`src/rtl/uart_tx_mmio_if.sv`:
```
// uart_tx_mmio_if: core data-bus signals shared by the CPU and the memory-mapped UART transmitter
// mem_addr/mem_wr_data/mem_wr_ena: driven by the core (master)
// rd_data/sel: driven by the peripheral (slave) back to the system read mux
interface uart_tx_mmio_if;
  logic [31:0] mem_addr;
  logic [31:0] mem_wr_data;
  logic mem_wr_ena;
  logic [31:0] rd_data;
  logic sel;
  modport master(output mem_addr, mem_wr_data, mem_wr_ena, input rd_data, sel);
  modport slave(input mem_addr, mem_wr_data, mem_wr_ena, output rd_data, sel);
endinterface

```
`src/rtl/uart_tx_mmio.sv`:
```
// uart_tx_mmio: memory-mapped 8N1 UART transmitter with a byte FIFO
// clk: system clock; rst: asynchronous active-low reset
// bus: core address/write strobe in, combinational rd_data/sel out
// tx: registered serial output, idle high
module uart_tx_mmio #(
  parameter logic [31:0] BASE_ADDR = 32'h0000_1000,
  parameter int CLKS_PER_BIT = 104,
  parameter int FIFO_DEPTH = 8
) (
  input logic clk,
  input logic rst,
  uart_tx_mmio_if.slave bus,
  output logic tx
);
  localparam int AW = $clog2(FIFO_DEPTH);
  localparam int CW = AW + 1;
  localparam int BW = $clog2(CLKS_PER_BIT);
  typedef enum logic [1:0] {IDLE, START, DATA, STOP} state_t;
  state_t state, state_n;
  logic [7:0] fifo [FIFO_DEPTH];
  logic [AW-1:0] wptr, rptr;
  logic [CW-1:0] cnt;
  logic [BW-1:0] baud, baud_n;
  logic [2:0] idx, idx_n;
  logic [7:0] shift, shift_n;
  logic [3:0] off;
  logic ovf, en, pop, push, wr_tx, wr_st, wr_ct, full, empty, tc, tx_n, can_pop;
  assign off = bus.mem_addr[3:0];
  assign bus.sel = bus.mem_addr[31:4] == BASE_ADDR[31:4];
  assign wr_tx = bus.mem_wr_ena && bus.sel && off == 4'h0;
  assign wr_st = bus.mem_wr_ena && bus.sel && off == 4'h4;
  assign wr_ct = bus.mem_wr_ena && bus.sel && off == 4'h8;
  assign full = cnt == CW'(FIFO_DEPTH);
  assign empty = cnt == '0;
  // a full FIFO still takes a byte when the transmitter pops on the same edge
  assign push = wr_tx && (!full || pop);
  assign tc = baud == BW'(CLKS_PER_BIT - 1);
  assign can_pop = en && !empty;
  assign bus.rd_data = !bus.sel ? '0
                     : off == 4'h4 ? {23'd0, 5'(cnt), ovf, state != IDLE, empty, full}
                     : off == 4'h8 ? {31'd0, en} : '0;
  always_comb begin
    state_n = state;
    baud_n = tc ? '0 : baud + 1'b1;
    idx_n = idx;
    shift_n = shift;
    tx_n = tx;
    pop = 1'b0;
    case (state)
      IDLE: begin
        baud_n = '0;
        if (can_pop) begin
          pop = 1'b1;
          shift_n = fifo[rptr];
          tx_n = 1'b0;
          state_n = START;
        end
      end
      START: if (tc) begin
        tx_n = shift[0];
        idx_n = '0;
        state_n = DATA;
      end
      DATA: if (tc) begin
        shift_n = {1'b0, shift[7:1]};
        tx_n = idx == 3'd7 ? 1'b1 : shift[1];
        idx_n = idx + 3'd1;
        state_n = idx == 3'd7 ? STOP : DATA;
      end
      STOP: if (tc) begin
        // chain straight into the next start bit so frames stay contiguous
        pop = can_pop;
        shift_n = can_pop ? fifo[rptr] : shift;
        tx_n = !can_pop;
        state_n = can_pop ? START : IDLE;
      end
    endcase
  end
  always_ff @(posedge clk or negedge rst) begin
    if (!rst) begin
      state <= IDLE;
      baud <= '0;
      idx <= '0;
      shift <= '0;
      tx <= 1'b1;
      wptr <= '0;
      rptr <= '0;
      cnt <= '0;
      ovf <= 1'b0;
      en <= 1'b1;
    end else begin
      state <= state_n;
      baud <= baud_n;
      idx <= idx_n;
      shift <= shift_n;
      tx <= tx_n;
      wptr <= wptr + AW'(push);
      rptr <= rptr + AW'(pop);
      cnt <= cnt + CW'(push) - CW'(pop);
      // a fresh overflow wins over a coincident clear
      ovf <= (wr_tx && !push) || (ovf && !(wr_st && bus.mem_wr_data[3]));
      en <= wr_ct ? bus.mem_wr_data[0] : en;
    end
  end
  always_ff @(posedge clk) if (push) fifo[wptr] <= bus.mem_wr_data[7:0];
endmodule

```
`src/flat_wrapper.sv`:
```
// flat-port wrapper written by rule: the top's interface ports become plain ports
module uart_tx_mmio_flat 
#(
  parameter logic [31:0] BASE_ADDR = 32'h0000_1000,
  parameter int CLKS_PER_BIT = 104,
  parameter int FIFO_DEPTH = 8
)
  (clk, rst, tx, bus_mem_addr, bus_mem_wr_data, bus_mem_wr_ena, bus_rd_data, bus_sel);
  uart_tx_mmio_if bus_i ();
  input logic clk;
  input logic rst;
  output logic tx;
  input wire logic [$bits(bus_i.mem_addr)-1:0] bus_mem_addr;
  input wire logic [$bits(bus_i.mem_wr_data)-1:0] bus_mem_wr_data;
  input wire logic [$bits(bus_i.mem_wr_ena)-1:0] bus_mem_wr_ena;
  output wire logic [$bits(bus_i.rd_data)-1:0] bus_rd_data;
  output wire logic [$bits(bus_i.sel)-1:0] bus_sel;
  assign bus_i.mem_addr = bus_mem_addr;
  assign bus_i.mem_wr_data = bus_mem_wr_data;
  assign bus_i.mem_wr_ena = bus_mem_wr_ena;
  assign bus_rd_data = bus_i.rd_data;
  assign bus_sel = bus_i.sel;
  uart_tx_mmio #(.BASE_ADDR(BASE_ADDR), .CLKS_PER_BIT(CLKS_PER_BIT), .FIFO_DEPTH(FIFO_DEPTH)) u_core (.clk(clk), .rst(rst), .bus(bus_i), .tx(tx));
endmodule
```
`config.mk`:
```
export PLATFORM = sky130hd
export DESIGN_NAME = uart_tx_mmio_flat
export DESIGN_NICKNAME = d
export VERILOG_FILES = /design/src/rtl/uart_tx_mmio_if.sv /design/src/rtl/uart_tx_mmio.sv /design/src/flat_wrapper.sv
export SDC_FILE = /design/constraint.sdc
export NUM_CORES = 1
export LEC_CHECK = 0
export BUFFER_PORTS_ARGS = -buffer_cell sky130_fd_sc_hd__buf_2
export CELL_PAD_IN_SITES_DETAIL_PLACEMENT = 0
export CELL_PAD_IN_SITES_GLOBAL_PLACEMENT = 1
export CORE_ASPECT_RATIO = 1.2
export CORE_MARGIN = 2
export CORE_UTILIZATION = 45
export CTS_CLUSTER_DIAMETER = 100
export DETAILED_ROUTE_END_ITERATION = 12
export MAX_ROUTING_LAYER = met4
export PLACE_DENSITY = 0.77
export SYNTH_ARGS = -nofsm -noshare
export SYNTH_HDL_FRONTEND = slang
export SYNTH_SLANG_ARGS = --single-unit
```
`constraint.sdc`:
```
create_clock -name clk -period 5.1 [get_ports clk]
set_clock_uncertainty 0.05 [all_clocks]
set_input_delay 0.765 -clock clk [delete_from_list [all_inputs] [get_ports clk]]
set_output_delay 0.765 -clock clk [all_outputs]
set_load 0.005 [all_outputs]
```
-- After elaboration in Yosys (flattened, before gate mapping)
Memories as Yosys holds them, arrays and structs flattened.
Index checks and enable logic that the tools add are counted.
- bits in writable memories: 64
- register bits: 33
- input port bits: 67
- output and inout bits: 34
- memories: 1
- reduce and logical (&&, ||, !) cells: 25
- $add $sub $neg: 6
- multiplexer cells: 30
- eq/ne operators: 13
- memory list (memory ; words ; bits a word ; rd ports ; clocked after memory_dff ; write ports ; line ; source):
    u_core.fifo ; 8 ; 8 ; 1 ; 0 ; 1 ; uart_tx_mmio.sv:20 ; logic [7:0] fifo [FIFO_DEPTH];
- operators by type and width (operator ; count):
    two-way mux 32 bit ; 2
    == test 28 x 9 -> 1 bit, second input constant ; 1
    two-way mux 8 bit ; 3
    case mux 8 bit (3 select lines) ; 1
    two-way mux 7 bit ; 2
    two-way mux 1 bit ; 12
    logical AND 1 bit ; 9
    == test 4 bit, second input constant ; 2
    logical NOT 4 bit ; 2
    two-way mux 2 bit ; 4
    inequality test 2 x 1 -> 1 bit, second input constant ; 4
    case mux 2 bit (4 select lines) ; 1
    adder 7 x 1 -> 7 bit, second input constant ; 1
    == test 7 bit, second input constant ; 1
    adder 3 x 1 -> 3 bit ; 2
    two-way mux 3 bit ; 2
    case mux 3 bit (2 select lines) ; 1
    AND reduction 3 bit ; 2
    logical NOT 1 bit ; 5
    adder 4 x 1 -> 4 bit ; 1
    == test 2 bit, second input constant ; 2
    == test 4 x 3 -> 1 bit, second input constant ; 1
    case mux 1 bit (4 select lines) ; 1
    AND reduction 4 bit ; 1
    other kinds (9) ; 11

-- Longest topological paths before layout
- depth after elaboration: 10
- mapped depth: 11
- gate-level depth less buffers: 11

-- Worst setup path after synthesis
OpenSTA, ideal clock, no wires.
- kind: in2reg
- start point: in bus_mem_addr[10]
- end point: mem u_core.fifo[2][0] (enable)
- arrival: 2513 ps
- path slack: 2142 ps
- stages on the path: 4
- cells stage by stage: nor4b_1 > and4_1 > nand4_2 > nor4_1
- longest elaborated chain between the ends: 6
- ends and longest elaborated chain (element ; line ; source):
    start, declared ; flat_wrapper.sv:13 ; input wire logic [$bits(bus_i.mem_addr)-1:0] bus_mem_addr;
    == test 28 x 9 -> 1 bit ; uart_tx_mmio.sv:29 ; assign bus.sel = bus.mem_addr[31:4] == BASE_ADDR[31:4];
    logical AND 1 bit (2 in series) ; uart_tx_mmio.sv:30 ; assign wr_tx = bus.mem_wr_ena && bus.sel && off == 4'h0;
    logical AND 1 bit ; uart_tx_mmio.sv:36 ; assign push = wr_tx && (!full || pop);
    two-way mux 1 bit ; uart_tx_mmio.sv:105 ; always_ff @(posedge clk) if (push) fifo[wptr] <= bus.mem_wr_data[7:0];
    two-way mux 1 bit (not written as such) ; uart_tx_mmio.sv:105 ;
    end, declared ; uart_tx_mmio.sv:20 ;
Every way passes these cells.

-- Worst setup path after layout
- start point: reg u_core.state[0]
- end point: mem u_core.fifo[3][0] (enable)
- longest elaborated chain between the ends: 6
- ends and longest elaborated chain (element ; line ; source):
    start, declared ; uart_tx_mmio.sv:19 ; state_t state, state_n;
    start signal, assigned ; uart_tx_mmio.sv:92 ; state <= state_n;
    == test 2 bit / logical NOT 2 bit (equally long branches) ; uart_tx_mmio.sv:49 ; case (state)
    case mux 1 bit (2 select lines) (*) ; uart_tx_mmio.sv:49 ;
    logical OR 1 bit (*) ; uart_tx_mmio.sv:36 ;
    logical AND 1 bit (*) ; uart_tx_mmio.sv:36 ;
    two-way mux 1 bit (*) ; uart_tx_mmio.sv:105 ;
    two-way mux 1 bit (not written as such) (*) ; uart_tx_mmio.sv:105 ;
Every way passes the cells marked *; elsewhere a longest branch is shown, timed or not.

==> results.md <==
- Status: finished clean
- Post-synth top area cell: edfxtp_1
- Cell Chain, Critical Path: inv_1 -> ha_1 -> a41oi_2 -> o31a_1 -> nor4b_2
- Wire per inst: between 15 and 20 um
- Slew HR: approximately a fifth
- FF-to-FF setup slack: 2.02 ns
- Worst Reg-to-Reg Cells: 5
- CTS root buf: clkbuf_16
- Global-route wire length before repair: between 10000 and 15000 um
- Synth cell types: 57
- Gr usage total: roughly 16%
- DRT Wirelength: ~8200 um
- Mapped Cells: 315
- Top Metal Used: met4
- Net Sw Power: ~0.31 mW
- IO Port Bufs: 52
- Starting density of the core: approximately 46%
- Postcts setup bufs: 0
- Crit path DAT: about 3.0 ns
- CTS tree: built
- Die footprint: ~11000 um2
- Crit-path leading delay family: simple AND/OR/NAND/NOR gates
- Area delta synth->final: 11.4%
- Pwr Density: between 200 and 300 nW/um2
- TNS Setup: 0 ns
- Post-route setup slack: ~2 ns
- Area after DPL: 4980 um2
- Total Power: ~1.5 mW
- Die H: around 120 um
- Ys async rst share: between 30% and 40%
- Pre-CTS setup slack: between 1.5 and 2 ns
- Ant diodes: 0
- Critical Path Fanout Max: 10
- Vias per cell: between 5 and 6
- Reg2reg end: u_core.fifo[3][0]$_DFFE_PP_
- DRT iter0 DRCs: 83
- Warnings, synthesis: 0
- WP depth: 5
- Startpoint types: flop
- # rows: 41
- Core area: just over 10000 um2
- RSZ-0062 raised after global routing: false
- Leakage: 2.08 nW
- Remaining antenna violation count: 0
- Number of max-slew violations in the final report: 0
- Final Hold Fails: 0
- Hold Path Stages: 1
- CTS buffer count: 9
- Clk pwr share: a little over two fifths
- FF+latch count, synth: just under 100
- Final Cycle Share: approximately three fifths
- Largest net degree at the start of global routing: 34
- Clock Latency Late Sink: around 0.35 ns
- Top post-synthesis cells by area: edfxtp_1, dfrtp_1, ha_1, mux4_1, buf_4
- Sequential cell area fraction in the yosys report: 58.1%
- Worst-Margin Slew: between 1 and 1.5 ns
- Vias post-DR: between 2000 and 3000
- Crit-path max cell delay: approximately 1.1 ns
- Filler instances: 898
- WL met3: 280 um
- Layout cells sized above 1: approximately a quarter
- Post-layout net count: around 460
- RePlAce Congestion: between 0.7 and 0.8
- H-Tree Depth: 3
- Peak supply drop: roughly 0.00030 V
- Comb power frac: ~2.3%
- EDFF count, synth: 64
- Worst min path class: reg2reg
- Met2 wire length: 4340 um
- Synthesized cell area: 4730 um2
- Critical Path End Type: flop
- Critical Path RT: 5.01 ns
- Mean area per synthesized cell: 15.0 um2
- CTS max path bufs: 2
- TritonRoute pass-1 iters: 4
- Antenna violations before repair: 0
- Fmax achieved: between 0.3 and 0.4 GHz
- Setup violators final: 0
- Post_cts resized: 0
- Die width: ~98 um
- Critical Path End: u_core.fifo[3][0]$_DFFE_PP_
- Net Sw Frac: 19.9%
- CP startpoint: u_core.state[0]$_DFFE_PN0P_
- I/O pins: just over 100
- Total gr overflow: 0
- CP Buf/Inv Count: 1
- Finished Cell Area: roughly 5300 um2
- DRT met1 WL: between 3000 and 4000 um
- Seq pwr share: between 50% and 60%
- Final core occ: around 51%
- Reg2reg start: u_core.state[0]$_DFFE_PN0P_
- Internal: 1.24 mW
- Vias in the first global route: around 2700
- CTS Hold Bufs: 0
- Post-layout min period: around 3 ns
- Residual DRC: 0
- Max-cap viol count: 0
- HPWL Detailed: around 5800 um
- Synth Flop Type: edfxtp_1
- CP max-delay cell: nor4b_2
- Synth top area share: approximately two fifths
- Worst-path clk slew: 0.06 ns
- CP Class: reg2reg
- CTS sink cnt: 97
metrics by stage:
stage / instances / hold slack [ns]
6_report: 504 / 0.407
5_1_grt: 504 / 0.446
4_1_cts: 504 / 0.414
3_5_place_dp: 488 / 0.405
3_3_place_gp: 488 / 0.396
2_1_floorplan: 338 / 0.380
metal layers:
metal  GRT usage (%)  up-vias
met5               -        -
met4            6.11        0
met3            3.71        8
met2            27.0       45
met1            18.6     1301
li1                -     1272
power groups by stage:
stage	combinational [mW]	clock (mW)	sequential (mW)
2_1_floorplan	0.0209	0	0.857
3_3_place_gp	0.0345	0	0.856
3_5_place_dp	0.0363	0	0.856
4_1_cts	0.0364	0.688	0.840
5_1_grt	0.0411	0.719	0.839
6_report	0.0358	0.671	0.840
cell type report:
type,instances,area [um2],share of cell area [%]
Inverter,10,37.5,0.712
Tap cell,129,161,3.06
Clock inverter,5,61.3,1.16
Timing Repair Buffer,56,290,5.50
Clock buffer,11,233,4.41
Multi-Input combinational cell,196,1740,33.0
Sequential cell,97,2750,52.1
kinds of logic (layout without fill, tap and decap cells):
family / Yosys count / count (layout) / share of synthesized area, %
xor+xnor: 8 / 8 / 1.48
simple gates: 72 / 72 / 9.91
flops: 97 / 97 / 58.1
other cells: 1 / 24 / 0.0792
buf+inv: 45 / 82 / 6.95
fa+ha+maj: 20 / 20 / 5.45
compound gates: 36 / 36 / 5.23
mux: 36 / 36 / 12.8
placed cells by master, fill, tap and decap left out, types with 3 or more instances in the layout:
cell type	Yosys	final
nand2_1	7	7
mux4_1	9	9
nor2b_1	5	5
conb_1	1	24
mux4_2	7	7
edfxtp_1	64	64
and3_1	5	5
nand4_1	4	4
xnor2_1	3	3
o21ai_0	10	10
nor4_1	9	9
inv_6	0	3
buf_2	2	52
dfrtp_1	31	31
inv_1	10	10
mux2_2	9	9
buf_4	24	4
clkbuf_16	0	9
xor2_1	5	5
nor4b_2	5	5
ha_1	19	19
nor2_1	7	7
mux2i_1	11	11
and2_1	7	7
nor3_1	8	8
o21ai_1	6	6
a22o_1	3	3
synth_stat cells, types with 2 or more instances:
| cell | number |
|---|---|
| edfxtp_1 | 64 |
| dfrtp_1 | 31 |
| buf_4 | 24 |
| ha_1 | 19 |
| mux2i_1 | 11 |
| inv_1 | 10 |
| o21ai_0 | 10 |
| mux2_2 | 9 |
| mux4_1 | 9 |
| nor4_1 | 9 |
| nor3_1 | 8 |
| and2_1 | 7 |
| mux4_2 | 7 |
| nand2_1 | 7 |
| nor2_1 | 7 |
| o21ai_1 | 6 |
| and3_1 | 5 |
| nor2b_1 | 5 |
| nor4b_2 | 5 |
| xor2_1 | 5 |
| buf_6 | 4 |
| nand4_1 | 4 |
| a22o_1 | 3 |
| xnor2_1 | 3 |
| a21boi_0 | 2 |
| a21o_1 | 2 |
| a21oi_1 | 2 |
| and4_1 | 2 |
| buf_2 | 2 |
| clkbuf_8 | 2 |
| dfstp_2 | 2 |
| nand2b_1 | 2 |
| nand3_1 | 2 |
| o211ai_1 | 2 |
worst reg2reg max path: stages, from the launching register on:
cell and delay, ns:
dfrtp_1 0.42, inv_1 0.14, ha_1 0.43, a41oi_2 0.11
o31a_1 0.46, nor4b_2 1.09
registers in the layout, summed over array words and instances (netlist names):
signal / cells
u_core.fifo: 64
u_core.shift: 8
u_core.baud: 7
u_core.cnt: 4
u_core.idx: 3
u_core.rptr: 3
u_core.wptr: 3
u_core.state: 2
u_core.en: 1
u_core.ovf: 1
u_core.tx: 1
how the worst min path moves through the flow:
stage	start	end	slack (ns)
after global routing	u_core.tx$_DFFE_PN1P_	u_core.tx$_DFFE_PN1P_	0.45
after floorplan	u_core.baud[0]$_DFF_PN0_	u_core.baud[0]$_DFF_PN0_	0.38
final	u_core.baud[0]$_DFF_PN0_	u_core.baud[0]$_DFF_PN0_	0.41
after global placement	u_core.baud[0]$_DFF_PN0_	u_core.baud[0]$_DFF_PN0_	0.40
after CTS	u_core.baud[0]$_DFF_PN0_	u_core.baud[0]$_DFF_PN0_	0.41
after detailed placement	u_core.baud[0]$_DFF_PN0_	u_core.baud[0]$_DFF_PN0_	0.40
Note: power is estimated with default switching activity, not from simulation.
